--- src/rtl/seq_restoring_divider.sv ---
// Iterative unsigned restoring divider, Q = A / B and R = A % B, one quotient bit per cycle.
// A single (n+1)-bit ripple subtractor is shared across all iterations; its borrow-out is the trial compare.
module seq_restoring_divider #(
  parameter int unsigned n = 4
) (
  input  logic         clk,
  input  logic         rst,
  input  logic         start,
  input  logic [n-1:0] A,
  input  logic [n-1:0] B,
  output logic [n-1:0] Q,
  output logic [n-1:0] R,
  output logic         busy,
  output logic         done,
  output logic         div0
);

  localparam int unsigned CW = $clog2(n + 1);
  localparam logic [CW-1:0] CNT_INIT = CW'(n);
  localparam logic [CW-1:0] CNT_ONE  = CW'(1);

  typedef enum logic [1:0] {IDLE, ITER, DONE} state_t;

  state_t        state_q;
  logic [n-1:0]  q_q, r_q, bq_q;
  logic [CW-1:0] count_q;
  logic          busy_q, done_q, div0_q;

  logic [n:0]    p;
  logic [n-1:0]  t;
  logic [n:0]    bchain;
  logic          borrow;
  logic [n-1:0]  r_d, q_d;

  // Ripple subtractor P - {0,Bq}; the top stage subtracts zero, so only its borrow is kept.
  always_comb begin
    p         = {r_q, q_q[n-1]};
    t         = '0;
    bchain    = '0;
    for (int unsigned i = 0; i < n; i++) begin
      t[i]        = p[i] ^ bq_q[i] ^ bchain[i];
      bchain[i+1] = (~p[i] & bq_q[i]) | (~(p[i] ^ bq_q[i]) & bchain[i]);
    end
    borrow = ~p[n] & bchain[n];
    r_d    = borrow ? p[n-1:0] : t;
    q_d    = {q_q[n-2:0], ~borrow};
  end

  always_ff @(posedge clk) begin
    if (rst) begin
      state_q <= IDLE;
      q_q     <= '0;
      r_q     <= '0;
      bq_q    <= '0;
      count_q <= '0;
      busy_q  <= 1'b0;
      done_q  <= 1'b0;
      div0_q  <= 1'b0;
    end else begin
      case (state_q)
        IDLE: begin
          if (start) begin
            busy_q <= 1'b1;
            if (B == '0) begin
              q_q     <= '1;
              r_q     <= A;
              div0_q  <= 1'b1;
              done_q  <= 1'b1;
              state_q <= DONE;
            end else begin
              bq_q    <= B;
              q_q     <= A;
              r_q     <= '0;
              div0_q  <= 1'b0;
              count_q <= CNT_INIT;
              state_q <= ITER;
            end
          end
        end
        ITER: begin
          r_q     <= r_d;
          q_q     <= q_d;
          count_q <= count_q - CNT_ONE;
          if (count_q == CNT_ONE) begin
            done_q  <= 1'b1;
            state_q <= DONE;
          end
        end
        DONE: begin
          done_q  <= 1'b0;
          busy_q  <= 1'b0;
          state_q <= IDLE;
        end
        default: state_q <= IDLE;
      endcase
    end
  end

  assign Q    = q_q;
  assign R    = r_q;
  assign busy = busy_q;
  assign done = done_q;
  assign div0 = div0_q;

endmodule

--- config.mk ---
export PLATFORM = sky130hd
export DESIGN_NAME = seq_restoring_divider
export DESIGN_NICKNAME = d
export VERILOG_FILES = /design/src/rtl/seq_restoring_divider.sv
export SDC_FILE = /design/constraint.sdc
export NUM_CORES = 1
export LEC_CHECK = 0
export CORE_MARGIN = 10
export CORE_UTILIZATION = 47
export CTS_BUF_LIST = sky130_fd_sc_hd__clkbuf_4 sky130_fd_sc_hd__clkbuf_8
export DETAILED_ROUTE_END_ITERATION = 12
export HOLD_SLACK_MARGIN = 0.06
export PLACE_DENSITY = 0.89
export REMOVE_ABC_BUFFERS = 1
export SYNTH_ARGS = -nofsm -noshare
export SYNTH_HDL_FRONTEND = slang
export SYNTH_SLANG_ARGS = --single-unit
--- constraint.sdc ---
create_clock -name clk -period 2.32 [get_ports clk]
set_clock_uncertainty 0.1 [all_clocks]
set_input_delay 0.232 -clock clk [delete_from_list [all_inputs] [get_ports clk]]
set_output_delay 0.232 -clock clk [all_outputs]
set_load 0.01 [all_outputs]
Word-level counts from Yosys, hierarchy flattened
Index checks and enable logic that the tools add are counted.
- register bits: 20
- bits of input ports: 11
- output and inout bits: 11
- logic and storage cells: 77
- add/subtract/negate cells: 1
- equal/unequal tests: 7
- multiplexer cells: 21
- bitwise operators: 28
- reduce and logical (&&, ||, !) cells: 12
- operators by type and width (cell ; count):
    $mux 4 ; 5
    $pmux 4 s2 ; 2
    $not 1->1 ; 10
    $and 1x1->1 ; 8
    $ne 2x2->1 const B ; 4
    $reduce_and 2->1 ; 4
    $xor 1x1->1 ; 7
    $mux 2 ; 3
    $mux 3 ; 2
    $pmux 3 s2 ; 1
    $reduce_and 3->1 ; 2
    $mux 1 ; 5
    $logic_not 4->1 ; 1
    $pmux 2 s2 ; 1
    $reduce_and 4->1 ; 1
    $reduce_bool 2->1 ; 2
    $eq 3x1->1 const B ; 1
    $or 1x1->1 ; 3
    $pmux 1 s3 ; 1
    $reduce_bool 3->1 ; 1
    $sub 3x1->3 const B ; 1
    $eq 2x1->1 const B ; 1
    $eq 2x2->1 const B ; 1
    $logic_not 2->1 ; 1
    $pmux 1 s2 ; 1

Longest topological paths before layout
Gate-level depths: netlist (run 1).
- word-level depth: 11
- depth in mapped cells: 8
- depth with buffers taken out: 8

Worst setup path before layout (run 1)
No wires, ideal clock.
- kind: reg2reg
- from: register q_q[3] (netlist: Q[3])
- to: register r_q[3] (netlist: R[3])
- setup time: 0.091 ns
- arrival: 2.440 ns
- data required time: 2.129 ns
- setup slack: -0.311 ns
- stages on the path, launching flop included: 9
- path buffers: 0
- clock period less this slack: 2.631 ns
- path through: dfxtp_1 inv_1 ha_1 fa_1 fa_1 fa_1 nor3b_1 a211o_1 a311oi_1
- longest elaborated chain between the ends: 11
- elaborated cells on any way between the ends: 12
- those cells by class: mux: 2; bitwise: 10
- ends and longest elaborated chain (what ; line ; RTL):
    from (decl) ; 25 ; logic [n-1:0] q_q, r_q, bq_q;
    from (signal assigned) ; 82 ; q_q <= q_d;
    $not 1->1 * ; 42 ; bchain[i+1] = (~p[i] & bq_q[i]) | (~(p[i] ^ bq_q[i]) & bchain[i]);
    $and 1x1->1 * (2 in series) ; 42 ;
    $or 1x1->1 * ; 42 ;
    $and 1x1->1 * ; 42 ;
    $or 1x1->1 * ; 42 ;
    $and 1x1->1 ; 42 ;
    $or 1x1->1 ; 42 ;
    $and 1x1->1 ; 44 ; borrow = ~p[n] & bchain[n];
    $mux 4 * ; 45 ; r_d = borrow ? p[n-1:0] : t;
    $pmux 4 s2 * ; 60 ; case (state_q)
    to (signal assigned) ; 81 ; r_q <= r_d;
    to (decl) ; 25 ;
Every way passes the cells marked *; elsewhere a longest branch is shown, timed or not.
A chain may end at the register's enable or synchronous reset.

Final worst setup path (run 1)
- from: register q_q[3] (netlist: Q[3])
- to: register r_q[2] (netlist: R[2])
- longest elaborated chain between the ends: 11
- elaborated cells on any way between the ends: 12
- those cells by class: mux: 2; bitwise: 10
- ends and longest elaborated chain (what ; line):
    $not 1->1 * ; 42
    $and 1x1->1 * (2 in series) ; 42
    $or 1x1->1 * ; 42
    $and 1x1->1 ; 42
    $or 1x1->1 ; 42
    $and 1x1->1 ; 42
    $or 1x1->1 ; 42
    $and 1x1->1 ; 44
    $mux 4 * ; 45
    $pmux 4 s2 * ; 60
Marked as above.

==> results.toml, run 1 <==
[run_status]
status = "finished, violations left"
violations = "setup timing"

[global_routing]
antenna_found_initial = 0
grt_max_degree = 21
grt_pass1_wl_um = 4460
track_usage_pct = 12.3
grt_overflow = 0
grt_pass1_vias = 1006

[drt]
wl_met2_um = 1450
vias = 987
met1_length_um = 1070
vias_per_cell = 5.81
drc_errors = 0
ant_nets = 0
wire_per_inst_um = 15.8
drt_pass1_iterations = 4
wl_met3_um = 143
drtIter0Drc = 37
routed_wl_um = 2690
highest_layer = "met4"

[clock_tree]
clockRootBuffer = "clkbuf_4"
cts.sink_count = 20
clkTransAtPathRegs_ns = 0.11
clock_latency_ns = 0.31
postCtsHoldBufs = 0
max-clock-path-buffers = 2
htree_levels = 1
tritoncts = "built"
numCtsBuffers = 3

[worst_hold_path]
hold_end = "div0"
hp-start = "div0"
whs_path_depth = 2
min_path_type = "flop to flop"

[placement]
routabilityCongestion = 0.871
pre_cts_ws_ns = -0.385
io_buffers = 21
dpl-instance-area_um2 = 1300
hpwl_um = 1890

[floorplan]
rows = 17
core_area_um2 = 2170
fp.dieH_um = 67.2
start_util_pct = 48.2
die_area_um2 = 4510
die_w_um = 67.2
ioPinCount = 22

[pwr]
power_density_nw_per_um2 = 630
vdd_drop_max_uv = 501
p_leak_nw = 0.506

[sta]
tns_ns = -0.541
max_freq_ghz = 0.403
slew_headroom_pct = 44.1
min_period_ns = 2.48
finalHoldViolCount = 0
fin_crit_sh_pct = 107
tightestPinTransition_ns = 0.836
rsz0062_at_grt = "true"
setup_viol = 4
slew_violations = 0
fin_ws_ns = -0.162

[final_layout]
drive_above_1_share_pct = 19.7
final_common_cell = "clkdlybuf4s50_1"
finalNetCount = 160
n_antenna_cell = 0
final_cell_mix = "21 x clkdlybuf4s50_1, 19 x dfxtp_1, 11 x nor2_1"
fin_area_um2 = 1410
syn2layout_area_growth_pct = 34.6

[worst_setup_path]
critical_path_class = "flop to flop"
critPathCaptureType = "flop"
cp_num_buf_inv = 1
start_kind = "flop"
worst_path_largest_cell_delay_ns = 0.38
worstPathRequired_ns = 2.44
cp_cell_sequence = "inv_2, ha_4, fa_2, fa_2, fa_2, nor3b_2, a211o_1, a221oi_2"
crit_family = "adder cells"
rrSetupSlack_ns = -0.16
crit_top_cell = "fa_2"
crit_arrival_ns = 2.60
ff2ff_path_depth = 8
slowest_stage = "fa_2"
cp_max_fo = 5
regToRegStartpoint = "Q[3]"
timing.rr.end = "R[2]"

[logic_synthesis]
ys_types = 31
ys_seq_area_share_pct = 38.3
syn_avg_cell_area_um2 = 9.02
yosysTopAreaCellShare_pct = 38.3
synth_area_um2 = 1050
synth_seq_cells = 20
ys.warnings.count = 0
yosysTopAreaCell = "dfxtp_1"
synth_area_leaders = "dfxtp_1 38%, fa_1 5.7%, nor2_1 3.9%"
netlist_instances = 116

[flow_run]
maxCapViolCount = 0
## tightest hold or removal path: stages, from the launching register on
cell	delay (ns)
dfxtp_1	0.32
nand2_1	0.05
a21oi_1	0.05
## power breakdown
| part | internal, mW | switching (mW) |
|---|---|---|
| combinational | 0.140 | 0.134 |
| sequential | 0.376 | 0.0320 |
| clock | 0.0959 | 0.109 |
| total | 0.612 | 0.275 |
## registers in the layout, summed over array words and instances (netlist names)
| name | count |
|---|---|
| div0 | 1 |
| state_q | 2 |
| count_q | 3 |
| Q | 4 |
| bq_q | 4 |
| busy | 1 |
| R | 4 |
| done | 1 |
## layout make-up
cell class	instances	area (um^2)
Clock buffer	4	36.3
Fill cell	191	762
Inverter	7	26.3
Multi-Input combinational cell	83	646
Sequential cell	20	402
Tap cell	28	35.0
Timing Repair Buffer	28	263
## timing repair
| action | in CTS | in global routing |
|---|---|---|
| buffers inserted | 1 | 0 |
| pin swaps | 9 | 7 |
| endpoints found under the setup margin | 5 | 5 |
| resized for setup | 11 | 3 |
## cell families after synthesis
family	after synthesis	share of synthesized area (%)
flops	20	38.3
simple gates	45	23.8
fa+ha+maj	6	9.33
compound gates	32	22.8
buf+inv	13	5.74
## stage by stage
| stage | cells | hold WS (ns) | utilization [%] | total power, mW |
|---|---|---|---|---|
| 2_1_floorplan | 110 | 0.201 | - | 0.547 |
| 3_5_place_dp | 165 | 0.352 | 60.0 | 0.661 |
| 5_1_grt | 170 | 0.404 | 64.9 | 0.934 |
| 3_3_place_gp | 165 | 0.346 | 60.0 | 0.649 |
| 6_report | 170 | 0.364 | 64.9 | 0.887 |
| 4_1_cts | 170 | 0.368 | 64.1 | 0.882 |
## synthesized netlist by cell type, drive strengths merged
library cell  count
nand2             7
a211oi            2
a311oi            1
buf               4
nor2b             4
nor2             11
or3b              1
inv               7
clkbuf            2
nor3b             5
fa                3
o22a              1
dfxtp            20
a31oi             5
nand2b            3
o21a              1
a2111oi           2
o21bai            1
a22oi             1
a211o             4
nor4              5
o21ai             4
nand3             2
a21oi             5
ha                3
a221oi            4
o21ba             1
nor3              7
## metal layers
layer,vias to the layer above,track usage [%]
met2,25,21.8
met4,0,5.38
met1,485,13.9
met5,-,0
li1,474,-
met3,3,2.64
## worst max path at each step
stage,slack (ns),endpoint,depth (start not counted),startpoint
after global routing,-0.24,R[3],8,Q[3]
final,-0.16,R[2],8,Q[3]
after CTS,-0.18,R[3],8,Q[3]
after global placement,-0.29,R[3],8,Q[3]
after floorplan,-0.31,R[3],8,Q[3]
after detailed placement,-0.38,R[3],8,Q[3]
Note: power is estimated with default switching activity, not from simulation.
==> inputs of run 2 (changes only) <==
--- a/config.mk
+++ b/config.mk
@@ -11,6 +11,7 @@
 export DETAILED_ROUTE_END_ITERATION = 12
 export HOLD_SLACK_MARGIN = 0.06
 export PLACE_DENSITY = 0.89
+export RECOVER_POWER = 100
 export REMOVE_ABC_BUFFERS = 1
 export SYNTH_ARGS = -nofsm -noshare
 export SYNTH_HDL_FRONTEND = slang
==> results.toml, run 2 (synthesis gave the netlist of run 1 again) <==
[run_status]
status = "finished, violations left"
violations = "setup timing"

[sta]
fin_ws_ns = -0.162
rsz0062_at_grt = "true"
slew_headroom_pct = 44.6
min_period_ns = 2.48
tightestPinTransition_ns = 0.824
finalHoldViolCount = 0
max_freq_ghz = 0.403
slew_violations = 0
setup_viol = 4
fin_crit_sh_pct = 107

[clock_tree]
tritoncts = "built"
clock_latency_ns = 0.30
clkTransAtPathRegs_ns = 0.11
cts.sink_count = 20
postCtsHoldBufs = 0
clockRootBuffer = "clkbuf_4"
htree_levels = 1
max-clock-path-buffers = 2
numCtsBuffers = 3

[worst_setup_path]
critPathCaptureType = "flop"
worstPathRequired_ns = 2.44
start_kind = "flop"
cp_max_fo = 5
rrSetupSlack_ns = -0.16
crit_arrival_ns = 2.60
regToRegStartpoint = "Q[3]"
ff2ff_path_depth = 8
critical_path_class = "flop to flop"
timing.rr.end = "R[2]"

[worst_hold_path]
whs_path_depth = 2
min_path_type = "flop to flop"
hp-start = "div0"
hold_end = "div0"

[drt]
vias_per_cell = 5.72
routed_wl_um = 2660
drtIter0Drc = 38
ant_nets = 0
drt_pass1_iterations = 4
drc_errors = 0
wire_per_inst_um = 15.7
vias = 973

[placement]
dpl-instance-area_um2 = 1300
routabilityCongestion = 0.871
hpwl_um = 1890
io_buffers = 21

[global_routing]
grt_use_met3_pct = 2.64
antenna_found_initial = 0
track_usage_pct = 12.3
grt_util_met1_pct = 13.9
grt_use_met2_pct = 21.8
top_usage_layer = "met2"
grt_max_degree = 21
grt_pass1_vias = 1006
grt_pass1_wl_um = 4460
grt_overflow = 0

[final_layout]
syn2layout_area_growth_pct = 33.0
fin_area_um2 = 1390
n_antenna_cell = 0
utilization_pct = 64.1
finalNetCount = 160
final_common_cell = "dfxtp_1"
fillers = 198
drive_above_1_share_pct = 18.3
final_cell_mix = "19 x dfxtp_1, 12 x dlygate4sd3_1, 11 x nor2_1"

[floorplan]
die_w_um = 67.2
start_util_pct = 48.2
fp.dieH_um = 67.2
core_area_um2 = 2170
rows = 17
ioPinCount = 22
die_area_um2 = 4510

[pwr]
power_density_nw_per_um2 = 629
vdd_drop_max_uv = 496
p_leak_nw = 0.520

[flow_run]
maxCapViolCount = 0
==> run 2: per-stage QoR <==
| step | TNS, ns | worst slack (ns) | power (mW) | cells | hold slack [ns] |
|---|---|---|---|---|---|
| after floorplan | -1.30 | -0.311 | 0.547 | 110 | 0.201 |
| after global placement | -1.19 | -0.288 | 0.649 | 165 | 0.346 |
| after detailed placement | -1.62 | -0.385 | 0.661 | 165 | 0.352 |
| after CTS | -0.676 | -0.184 | 0.882 | 170 | 0.368 |
| after global routing | -0.993 | -0.237 | 0.924 | 170 | 0.402 |
| final | -0.542 | -0.162 | 0.875 | 170 | 0.361 |
==> run 2: layout make-up <==
type | instances | area (um^2) | area share [%]
flip-flops and latches | 20 | 402 | 28.9
well taps | 28 | 35.0 | 2.52
multi-input cells | 83 | 637 | 45.8
inverters | 7 | 26.3 | 1.89
repair buffers | 28 | 255 | 18.3
clock buffers | 4 | 36.3 | 2.61
==> run 2: worst max path at each step <==
| stage | start | to |
|---|---|---|
| floorplan | Q[3] | R[3] |
| global placement | Q[3] | R[3] |
| detailed placement | Q[3] | R[3] |
| CTS | Q[3] | R[3] |
| global route | Q[3] | R[3] |
| finish | Q[3] | R[2] |
==> run 2: report_power, final <==
part / internal, mW / switching (mW) / total, mW / leakage [nW]
clock network: 0.0958 / 0.108 / 0.203 / 0.0210
logic: 0.132 / 0.132 / 0.264 / 0.334
registers: 0.376 / 0.0310 / 0.407 / 0.165
==> run 2: critical path, cell delays in order (launching register included) <==
cell and delay [ns]:
dfxtp_2 0.35, inv_2 0.05, ha_4 0.15, fa_2 0.34, fa_2 0.35, fa_2 0.38, nor3b_2 0.17, a211o_1 0.29
a221oi_2 0.22
==> run 2: layer usage <==
metal	vias to the layer above	share of wire (%)	wire length (um)
met3	4	5.6	149
met5	-	0	0
met4	0	1.4	36
li1	476	-	-
met1	466	39	1040
met2	27	54	1440
==> run 2: timing repair <==
item / 4_1_cts / 5_1_grt
gates resized for setup: 11 / 3
pin swaps: 9 / 7
setup buffers: 1 / 0
setup endpoints to repair: 5 / 5
==> inputs of run 3 (changes only) <==
--- a/config.mk
+++ b/config.mk
@@ -6,11 +6,10 @@
 export NUM_CORES = 1
 export LEC_CHECK = 0
 export CORE_MARGIN = 10
-export CORE_UTILIZATION = 47
-export CTS_BUF_LIST = sky130_fd_sc_hd__clkbuf_4 sky130_fd_sc_hd__clkbuf_8
+export CORE_UTILIZATION = 44
 export DETAILED_ROUTE_END_ITERATION = 12
 export HOLD_SLACK_MARGIN = 0.06
-export PLACE_DENSITY = 0.89
+export PLACE_DENSITY = 0.85
 export RECOVER_POWER = 100
 export REMOVE_ABC_BUFFERS = 1
 export SYNTH_ARGS = -nofsm -noshare
==> results.toml, run 3 (synthesis gave the netlist of run 1 again) <==
[sta]
fin_ws_ns = -0.169
fin_crit_sh_pct = 107
finalHoldViolCount = 0
setup_viol = 5
rsz0062_at_grt = "true"
min_period_ns = 2.49
tns_ns = -0.526
slew_headroom_pct = 49.4
tightestPinTransition_ns = 0.757
slew_violations = 0
max_freq_ghz = 0.402

[global_routing]
grt_pass1_vias = 942
grt_max_degree = 21
antenna_found_initial = 0
grt_pass1_wl_um = 4440
track_usage_pct = 12.2
grt_overflow = 0

[final_layout]
final_common_cell = "dfxtp_1"
drive_above_1_share_pct = 19.0
syn2layout_area_growth_pct = 33.4
final_cell_mix = "19 x dfxtp_1, 11 x nor2_1, 11 x dlygate4sd3_1"
finalNetCount = 160
final_cells = 170
n_antenna_cell = 0
fin_area_um2 = 1400

[placement]
routabilityCongestion = 0.999
pre_cts_ws_ns = -0.346
post-place-cells = 164
io_buffers = 21
hpwl_um = 1960
dpl-instance-area_um2 = 1290

[clock_tree]
tritoncts = "built"
clock_latency_ns = 0.31
postCtsHoldBufs = 0
max-clock-path-buffers = 2
clockRootBuffer = "clkbuf_4"
htree_levels = 1
cts.sink_count = 20
numCtsBuffers = 3
clkTransAtPathRegs_ns = 0.12

[worst_setup_path]
critPathCaptureType = "flop"
regToRegStartpoint = "Q[3]"
start_kind = "flop"
critPathCapture = "R[2]"
crit_start = "Q[3]"
ff2ff_path_depth = 8
crit_arrival_ns = 2.61
timing.rr.end = "R[2]"
worstPathRequired_ns = 2.44
rrSetupSlack_ns = -0.17
cp_max_fo = 5
critical_path_class = "flop to flop"

[pwr]
p_leak_nw = 0.528
vdd_drop_max_uv = 557
power_density_nw_per_um2 = 638

[run_status]
violations = "setup timing"
status = "finished, violations left"

[floorplan]
rows = 17
ioPinCount = 22
start_util_pct = 46.8
die_w_um = 68.8
core_area_um2 = 2230
fp.dieH_um = 68.8
die_area_um2 = 4730

[drt]
drtIter0Drc = 45
vias_per_cell = 5.72
drc_errors = 0
drt_pass1_iterations = 4
routed_wl_um = 2700
wire_per_inst_um = 15.9
ant_nets = 0
vias = 972

[worst_hold_path]
min_path_type = "flop to flop"
hp-start = "div0"

[flow_run]
maxCapViolCount = 0
[run 3: cell types whose count changed in the layout (fill, tap and decap cells not counted), sizes merged]
cell	delta
buf	+1
clkbuf	-1
dlygate4sd3	-1
clkdlybuf4s50	+1
[run 3: through the flow]
stage               utilization [%]  hold slack, ns  power, mW
floorplan                         -           0.201      0.547
global placement               58.0           0.345      0.653
detailed placement             58.0           0.351      0.662
CTS                            62.9           0.370      0.899
global route                   62.5           0.398      0.940
finish                         62.5           0.363      0.890
[run 3: worst min-delay path by stage]
stage | to | slack [ns] | cells past startpoint
floorplan | Q[3] | 0.20 | 1
global placement | div0 | 0.34 | 2
detailed placement | div0 | 0.35 | 2
CTS | div0 | 0.37 | 2
global route | div0 | 0.40 | 2
finish | div0 | 0.36 | 2
[run 3: final cells by class]
| cell class | count | area (um^2) |
|---|---|---|
| Inverter | 7 | 26.3 |
| Multi-Input combinational cell | 83 | 636 |
| Tap cell | 28 | 35.0 |
| Timing Repair Buffer | 28 | 260 |
| Clock buffer | 4 | 36.3 |
| Sequential cell | 20 | 402 |
| Fill cell | 175 | 838 |
[run 3: per-layer routing]
layer	vias to the layer above	global-route usage (%)	wire length, um	share of wire [%]
met5	-	0	0	0
met4	0	4.93	31	1.1
met1	445	15.0	1170	43
li1	479	-	-	-
met3	4	4.67	231	8.6
met2	44	18.9	1270	47
[run 3: power breakdown]
part	total (mW)	internal, mW	switching (mW)
clock	0.207	0.0958	0.111
combinational	0.274	0.139	0.135
sequential	0.409	0.376	0.0329
total	0.890	0.611	0.279
[run 3: critical path, stage by stage, from the launching register on]
cell      delay, ns
dfxtp_2        0.35
inv_2          0.05
ha_4           0.15
fa_2           0.33
fa_2           0.35
fa_2           0.39
nor3b_2        0.17
a211o_1        0.29
a221oi_2       0.23
[run 3: what timing repair did]
item	in CTS	in global routing
endpoints found under the setup margin	5	5
buffers inserted	1	1
pin swaps	10	6
gates resized for setup	15	0
==> variant: new RTL, config.mk and constraints of run 3 <==
The 3 states of `state_t` get a one-hot encoding in 3 bits.
--- a/src/rtl/seq_restoring_divider.sv
+++ b/src/rtl/seq_restoring_divider.sv
@@ -19,7 +19,7 @@
   localparam logic [CW-1:0] CNT_INIT = CW'(n);
   localparam logic [CW-1:0] CNT_ONE  = CW'(1);
 
-  typedef enum logic [1:0] {IDLE, ITER, DONE} state_t;
+  typedef enum logic [2:0] {IDLE = 3'b001, ITER = 3'b010, DONE = 3'b100} state_t;
 
   state_t        state_q;
   logic [n-1:0]  q_q, r_q, bq_q;
Function: same outputs for any inputs over 10 cycles, from zero or initial values and one cycle with rst high; not proved beyond that.
==> variant against run 3 <==
The flow still finishes with violations (negative setup slack); total power down 11%; cell area increased by 5.4%; area after synthesis increased by 11%; largest power group unchanged; sequential power decreased by 1%; sequential cell count grew 1; setup slack lost 0.014 ns; routed wire length is 0.15% higher.
==> variant: results (changes against run 3) <==
stage,metric,value,unit,change
synth,commonest cells in the netlist,"21 x dfxtp_1, 12 x a21oi_1, 9 x nor3_1",,
synth,cells after synthesis,119,,+2.6%
worst_setup_path,Worst path max stage delay,0.37,ns,-0.02 ns
global_routing,largest net degree at the start of global routing,18,,-14%
route,drt wl/cell,15.5,µm,-2.2%
timing,pins over their slew limit,0,,unchanged
placed_design,dpl cell area,1400,µm²,+8.4%
placed_design,"worst slack, placed",-0.473,ns,-0.127 ns
timing,Final setup viols,4,,-1
pwr,Leak,0.519,nW,-1.8%
synth,"top cells by area, synth","dfxtp_1 36%, a21oi_1 5.2%, fa_1 5.2%, a221oi_2 5.2%, nor4_2 4.3%",,
timing,setup_tns,-0.656,ns,-0.130 ns
global_routing,first-pass GRT wire length,4640,µm,+4.7%
route,DR vias,992,,+2.1%
outcome,status,finished with violations,,
route,via density per instance,5.70,,-0.29%
placed_design,HPWL after DPL,2070,µm,+5.7%
timing,worst slew pin tran,0.775,ns,+0.0183 ns
global_routing,Global Route Usage Sum,10.8,%,-1.5 points
layout,Final #Nets,162,,+1.3%
synth,Synth Area in Adders,8.37,%,-0.96 points
timing,Setup WS post-layout,-0.183,ns,-0.0138 ns
outcome,violated checks,negative setup slack,,
synth,multiplexer area fraction after synthesis,3.86,%,+3.9 points
global_routing,vias in the first global route,1012,,+7.4%
placed_design,routability congestion estimate,0.783,,-22%
variant: power breakdown:
group / internal (mW) / switching [mW] / total [mW]
Combinational: 0.115 / 0.102 / 0.217
Clock: 0.0670 / 0.106 / 0.173
Sequential: 0.384 / 0.0196 / 0.403
variant: cell type report:
class	count	area (µm²)
inverter	7	26.3
fill	209	1030
clock buffer	4	26.3
tap	30	37.5
timing repair buffer	29	267
sequential	21	422
multi-input combinational	83	692
variant: cell families (layout without fill, tap and decap cells):
group                      after synthesis  in the layout
and+or+nand+nor                         42             42
AOI/OAI and AO/OA                       31             31
DFF                                     21             21
muxes                                    4              4
adders and majority gates                6              6
buffers and inverters                   15             40
variant: stage by stage:
| stage | power [mW] | util [%] | hold slack (ns) |
|---|---|---|---|
| 5_1_grt | 0.840 | 58.8 | 0.409 |
| 2_1_floorplan | 0.518 | - | 0.194 |
| 4_1_cts | 0.804 | 59.0 | 0.372 |
| 6_report | 0.794 | 58.8 | 0.366 |
| 3_3_place_gp | 0.604 | 56.2 | 0.345 |
| 3_5_place_dp | 0.614 | 56.2 | 0.357 |
variant: final timing paths:
kind / start / endpoint
setup / recovery: Q[3] / R[1]
hold / removal: div0 / div0
setup reg to reg: Q[3] / R[1]
hold reg to reg: div0 / div0
variant: metal layers:
metal | GRT usage (%) | part of all wire, % | routed length (µm)
met3 | 2.89 | 4.7 | 127
met2 | 18.0 | 54 | 1450
met4 | 4.09 | 1.6 | 43
met5 | 0 | 0 | 0
met1 | 12.7 | 40 | 1080
variant: timing repair:
action / CTS / global route
setup buffers: 1 / 0
gates resized for setup: 10 / 0
cloned: 0 / 0
endpoints found under the setup margin: 5 / 5
hold endpoints to repair: 0 / 0
pin swaps: 2 / 1
variant: critical path: cells and delay by family, from the launching register on:
kind                     cells  cell delay (ns)
adder cells (fa/ha/maj)      4             1.20
flip-flops                   1             0.35
multiplexers                 1             0.31
AO/OA/AOI/OAI                1             0.28
AND/OR/NAND/NOR              1             0.12
buffers and inverters        1             0.05
